$ cat src/rtl/ahb_pkg.sv
// Shared AHB-Lite encodings and the default-slave state type used by the
// decoder/mux slice.
package ahb_pkg;

   localparam logic [1:0] HTRANS_IDLE   = 2'b00;
   localparam logic [1:0] HTRANS_BUSY   = 2'b01;
   localparam logic [1:0] HTRANS_NONSEQ = 2'b10;
   localparam logic [1:0] HTRANS_SEQ    = 2'b11;

   localparam logic HRESP_OKAY  = 1'b0;
   localparam logic HRESP_ERROR = 1'b1;

   typedef enum logic [1:0] {
      DS_OKAY = 2'd0,
      DS_ERR1 = 2'd1,
      DS_ERR2 = 2'd2
   } ds_state_e;

endpackage

$ cat src/rtl/ahb_default_slave.sv
// Default slave for unmapped regions: zero-wait OKAY for idle/busy, two-cycle
// ERROR for active transfers. State is exported for checkers.
module ahb_default_slave
   import ahb_pkg::*;
(
   input  logic      clk,
   input  logic      rst_n,
   input  logic      hready,
   input  logic      unmapped_active,
   output logic      hreadyout,
   output logic      hresp,
   output ds_state_e state
);

   ds_state_e state_q, state_d;

   always_ff @(posedge clk or negedge rst_n) begin
      if (!rst_n) state_q <= DS_OKAY;
      else        state_q <= state_d;
   end

   // ERR1 always completes; otherwise the next state is chosen only when the
   // bus samples an address phase, so mapped-slave stalls keep us in OKAY.
   always_comb begin
      state_d = state_q;
      case (state_q)
         DS_ERR1: state_d = DS_ERR2;
         default: if (hready) state_d = unmapped_active ? DS_ERR1 : DS_OKAY;
      endcase
   end

   always_comb begin
      hreadyout = (state_q != DS_ERR1);
      hresp     = (state_q == DS_OKAY) ? HRESP_OKAY : HRESP_ERROR;
   end

   assign state = state_q;

endmodule

$ cat src/rtl/ahb_decoder_mux.sv
// AHB-Lite address decoder and response multiplexer with a built-in default
// slave and a saturating decode-error counter.
module ahb_decoder_mux
   import ahb_pkg::*;
#(
   parameter int NUM_SLAVES  = 3,
   parameter int ADDR_W      = 32,
   parameter int DATA_W      = 32,
   parameter int REGION_BITS = 4,
   parameter int CNT_W       = 8
) (
   input  logic                         HCLK,
   input  logic                         HRESETn,
   input  logic [ADDR_W-1:0]            HADDR,
   input  logic [1:0]                   HTRANS,
   output logic [NUM_SLAVES-1:0]        HSEL,
   input  logic [NUM_SLAVES*DATA_W-1:0] HRDATA_S,
   input  logic [NUM_SLAVES-1:0]        HREADYOUT_S,
   input  logic [NUM_SLAVES-1:0]        HRESP_S,
   output logic [DATA_W-1:0]            HRDATA,
   output logic                         HREADY,
   output logic                         HRESP,
   output logic [CNT_W-1:0]             DEC_ERR_CNT,
   input  logic                         DEC_ERR_CLR
);

   localparam logic [REGION_BITS-1:0] NUM_SLAVES_R = REGION_BITS'(NUM_SLAVES);

   logic [REGION_BITS-1:0] region;
   logic                   mapped;
   logic                   unmapped_active;
   logic [REGION_BITS-1:0] dsel_idx;
   logic                   dsel_def;
   logic                   ds_ready;
   logic                   ds_resp;
   ds_state_e              ds_state;
   logic                   unused_ok;

   assign region          = HADDR[ADDR_W-1 -: REGION_BITS];
   assign mapped          = (region < NUM_SLAVES_R);
   assign unmapped_active = !mapped && (HTRANS == HTRANS_NONSEQ || HTRANS == HTRANS_SEQ);
   assign unused_ok       = ^{HADDR[ADDR_W-REGION_BITS-1:0], ds_state};

   always_comb begin
      HSEL = '0;
      for (int i = 0; i < NUM_SLAVES; i++) HSEL[i] = (region == REGION_BITS'(i));
   end

   // Handshake: HREADY=1 marks the current address phase as accepted and the
   // current data phase as complete; HREADY=0 holds both, so dsel and the
   // error counter only move on cycles where HREADY=1.
   always_ff @(posedge HCLK or negedge HRESETn) begin
      if (!HRESETn) begin
         dsel_def <= 1'b1;
         dsel_idx <= '0;
      end else if (HREADY) begin
         dsel_def <= !mapped;
         dsel_idx <= region;
      end
   end

   ahb_default_slave u_default_slave (
      .clk             (HCLK),
      .rst_n           (HRESETn),
      .hready          (HREADY),
      .unmapped_active (unmapped_active),
      .hreadyout       (ds_ready),
      .hresp           (ds_resp),
      .state           (ds_state)
   );

   always_comb begin
      HRDATA = '0;
      HREADY = ds_ready;
      HRESP  = ds_resp;
      for (int i = 0; i < NUM_SLAVES; i++) begin
         if (!dsel_def && dsel_idx == REGION_BITS'(i)) begin
            HRDATA = HRDATA_S[i*DATA_W +: DATA_W];
            HREADY = HREADYOUT_S[i];
            HRESP  = HRESP_S[i];
         end
      end
   end

   // An accepted unmapped active transfer is exactly the entry into ERR1.
   always_ff @(posedge HCLK or negedge HRESETn) begin
      if (!HRESETn)                            DEC_ERR_CNT <= '0;
      else if (DEC_ERR_CLR)                    DEC_ERR_CNT <= '0;
      else if (HREADY && unmapped_active && DEC_ERR_CNT != '1)
                                               DEC_ERR_CNT <= DEC_ERR_CNT + CNT_W'(1);
   end

endmodule
$ cat config.mk
export PLATFORM = sky130hd
export DESIGN_NAME = ahb_decoder_mux
export DESIGN_NICKNAME = d
export VERILOG_FILES = /design/src/rtl/ahb_pkg.sv /design/src/rtl/ahb_default_slave.sv /design/src/rtl/ahb_decoder_mux.sv
export SDC_FILE = /design/constraint.sdc
export NUM_CORES = 1
export LEC_CHECK = 0
export ABC_AREA = 1
export CORE_MARGIN = 10
export CORE_UTILIZATION = 30
export CTS_CLUSTER_SIZE = 8
export DETAILED_ROUTE_END_ITERATION = 6
export PLACE_DENSITY_LB_ADDON = 0.1
export SYNTH_ARGS = -nofsm -noshare
export SYNTH_HDL_FRONTEND = slang
export SYNTH_HIERARCHICAL = 1
export SYNTH_SLANG_ARGS = --single-unit
$ cat constraint.sdc
create_clock -name HCLK -period 4.46 [get_ports HCLK]
set_clock_uncertainty 0.15 [all_clocks]
set_input_delay 0.892 -clock HCLK [delete_from_list [all_inputs] [get_ports HCLK]]
set_output_delay 0.892 -clock HCLK [all_outputs]
set_load 0.05 [all_outputs]
==> impl_metrics.yaml <==
run_status:
  status: "finished, final reports clean"
timing:
  final-hold-violation-count: 0
  fmax_ghz: 0.273
  setup_slack_ns: 0.792
  setup_viol: 0
  period_minus_slack_ns: 3.67
  rsz0062_at_grt: "false"
  report.final.slew_viol_count: 0
  slew_headroom_pct: 54.5
  setup_tns_ns: 0
  whs_ns: 0.404
  tightest_slew_ns: 0.681
  min_period_over_period_pct: 82.2
logic_synthesis:
  seq_area_frac_synth_pct: 23.0
  yosys.area.top_type: "nand2_1"
  yosysWarningCount: 6
  synthTopCellsByArea: "nand2_1, dfrtp_1, nand3_1, inv_1, nand4_1"
  synth_top_area_share_pct: 28.0
  ys_seq_elements: 15
  ys_types: 28
  synth.avg_cell_area_um2: 6.02
  syn_nets: 412
  synthCells: 272
  synth_area_mm2: 0.00164
placed_design:
  dp_slack_ns: 0.796
  gp_congestion: 0.891
  place.port_buffers: 154
  dp_hpwl_um: 6680
global_routing:
  overflow: 0
  grt_pass1_vias: 2168
  grt_use_total_pct: 17.0
  grt_max_degree: 36
  grt_pass1_wl_um: 12200
  antenna_found_initial: 0
floorplan:
  die_area_mm2: 0.00881
  die_w_um: 93.9
  rows: 26
  start_util_pct: 31.4
  die-height_um: 93.9
  io-pin-count: 184
  placeableCoreArea_mm2: 0.00520
routing:
  dr.pass1.iters: 4
  num_vias: 2269
  via_per_inst: 4.63
  wl_per_cell_um: 16.4
  antenna_left: 0
  wirelength_um: 8040
  drc: 0
  drtIter0Drc: 59
clock_network:
  numCtsBuffers: 3
  cts_tree: "built"
  cts_setup_buffers: 0
  path_clk_slew_ns: 0.06
  clk_latency_ns: 0.24
  ctsHoldBuffers: 0
  clock-sinks: 15
  cts.htree.levels: 1
  cts_resized: 0
  clk_path_buf_depth: 2
  cts_root_buf: "clkbuf_8"
final_layout:
  nets: 561
  drive_gt1_share_pct: 5.95
  multiInputGateArea_mm2: 0.00110
  final-seq-area_um2: 377
  area_growth_pct: 98.7
  fillers: 458
  diodes: 0
power:
  p_comb_share_pct: 66.8
  finalPower_mw: 0.974
  power_frac_seq_pct: 21.9
  p_int_mw: 0.487
  power_density_mw_per_mm2: 299
  switching_share_pct: 50.0
  power.leakage_nw: 1.44
  power_frac_clock_pct: 11.3
  ir_drop_mv: 0.424
  power.switching_mw: 0.487
worst_hold_path:
  hold_depth: 2
  hold_path_class: "reg -> reg"
critical_path:
  startpoint_type: "register"
  crit_arrival_ns: 2.63
  crit_fanout: 22
  cp.required_ns: 3.42
  r2r_cells: 8
  cp-end-kind: "output port"
  path_class: "reg -> out"
job:
  cap_viol_max_count: 0
cell usage after synthesis, drive strengths merged:
cell type  instances
nand4              9
ha                 1
nor2              14
a21oi              4
or2                2
clkbuf             1
inv               23
buf               11
dfstp              1
o21ai              3
xor2               3
nand2            128
dfrtp             14
nor3               6
nand3             50
o211ai             2
final timing paths:
kind                                                       from                              endpoint  slack (ns)
max in group asynchronous                               HRESETn  u_default_slave/state[1]$_DFFE_PN0P_        2.82
setup reg to reg                        dsel_idx[2]$_DFFE_PN0P_            DEC_ERR_CNT[7]$_DFFE_PN0P_        2.46
min in group asynchronous                               HRESETn            DEC_ERR_CNT[3]$_DFFE_PN0P_        0.91
hold reg to reg            u_default_slave/state[1]$_DFFE_PN0P_  u_default_slave/state[1]$_DFFE_PN0P_        0.40
hold / removal             u_default_slave/state[1]$_DFFE_PN0P_  u_default_slave/state[1]$_DFFE_PN0P_        0.40
setup / recovery                        dsel_idx[1]$_DFFE_PN0P_                            HRDATA[19]        0.79
logic make-up after synthesis:
kind of cell / Yosys count / synth area share, %
adder cells (fa/ha/maj): 1 / 0.764
AO/OA/AOI/OAI: 9 / 3.52
AND/OR/NAND/NOR: 209 / 61.3
flip-flops: 15 / 23.0
buffers and inverters: 35 / 9.79
XOR/XNOR: 3 / 1.61
cell usage in the layout (no fill, tap or decap), drive strengths merged:
| master | netlist | routed |
|---|---|---|
| nor3 | 6 | 6 |
| nand2 | 128 | 128 |
| buf | 11 | 2 |
| nand4 | 9 | 9 |
| clkdlybuf4s50 | 0 | 154 |
| dfrtp | 14 | 14 |
| nand3 | 50 | 50 |
| o21ai | 3 | 3 |
| dfstp | 1 | 1 |
| a21oi | 4 | 4 |
| inv | 23 | 23 |
| or2 | 2 | 2 |
| clkbuf | 1 | 4 |
| nor2 | 14 | 14 |
| ha | 1 | 1 |
| o211ai | 2 | 2 |
| xor2 | 3 | 3 |
routing by layer:
metal	global-route usage [%]	up-vias	part of all wire, %
met5	0	-	0
met4	3.16	0	1.5
met1	19.9	990	40
met3	5.36	8	9.7
li1	-	1171	-
met2	29.7	100	48
power by group through the flow:
stage / sequential, mW / clock (mW) / combinational [mW]
after global routing: 0.219 / 0.121 / 0.696
after CTS: 0.215 / 0.113 / 0.657
final: 0.214 / 0.110 / 0.650
after floorplan: 0.225 / 0 / 0.418
after global placement: 0.214 / 0 / 0.649
after detailed placement: 0.217 / 0 / 0.654
state kept, by name (all words and copies together), names as in the netlist:
| register | count |
|---|---|
| DEC_ERR_CNT | 8 |
| dsel_def | 1 |
| dsel_idx | 4 |
| u_default_slave/state | 2 |
worst max-delay path: stages (launching register included):
cell and delay, ns:
dfrtp_1 0.44, nor2_4 0.16, nand3_2 0.12, inv_1 0.31
buf_4 0.33, nand2_1 0.07, nand3_1 0.08, clkdlybuf4s50_1 0.85
through the flow:
step                cell area, um^2  util (%)  instances
global route                   3250      62.5        490
CTS                            3250      62.5        490
global placement               3210      61.6        486
floorplan                      1640         -        272
finish                         3250      62.5        490
detailed placement             3210      61.6        486
area by class of cell:
cell class                 count  share of cell area, %
timing repair buffer         156                   47.9
multi-input combinational    222                   33.8
sequential                    15                   11.6
tap                           70                   2.69
inverter                      23                   2.65
clock buffer                   4                   1.39
No activity file was read; power rests on OpenSTA's default activity.
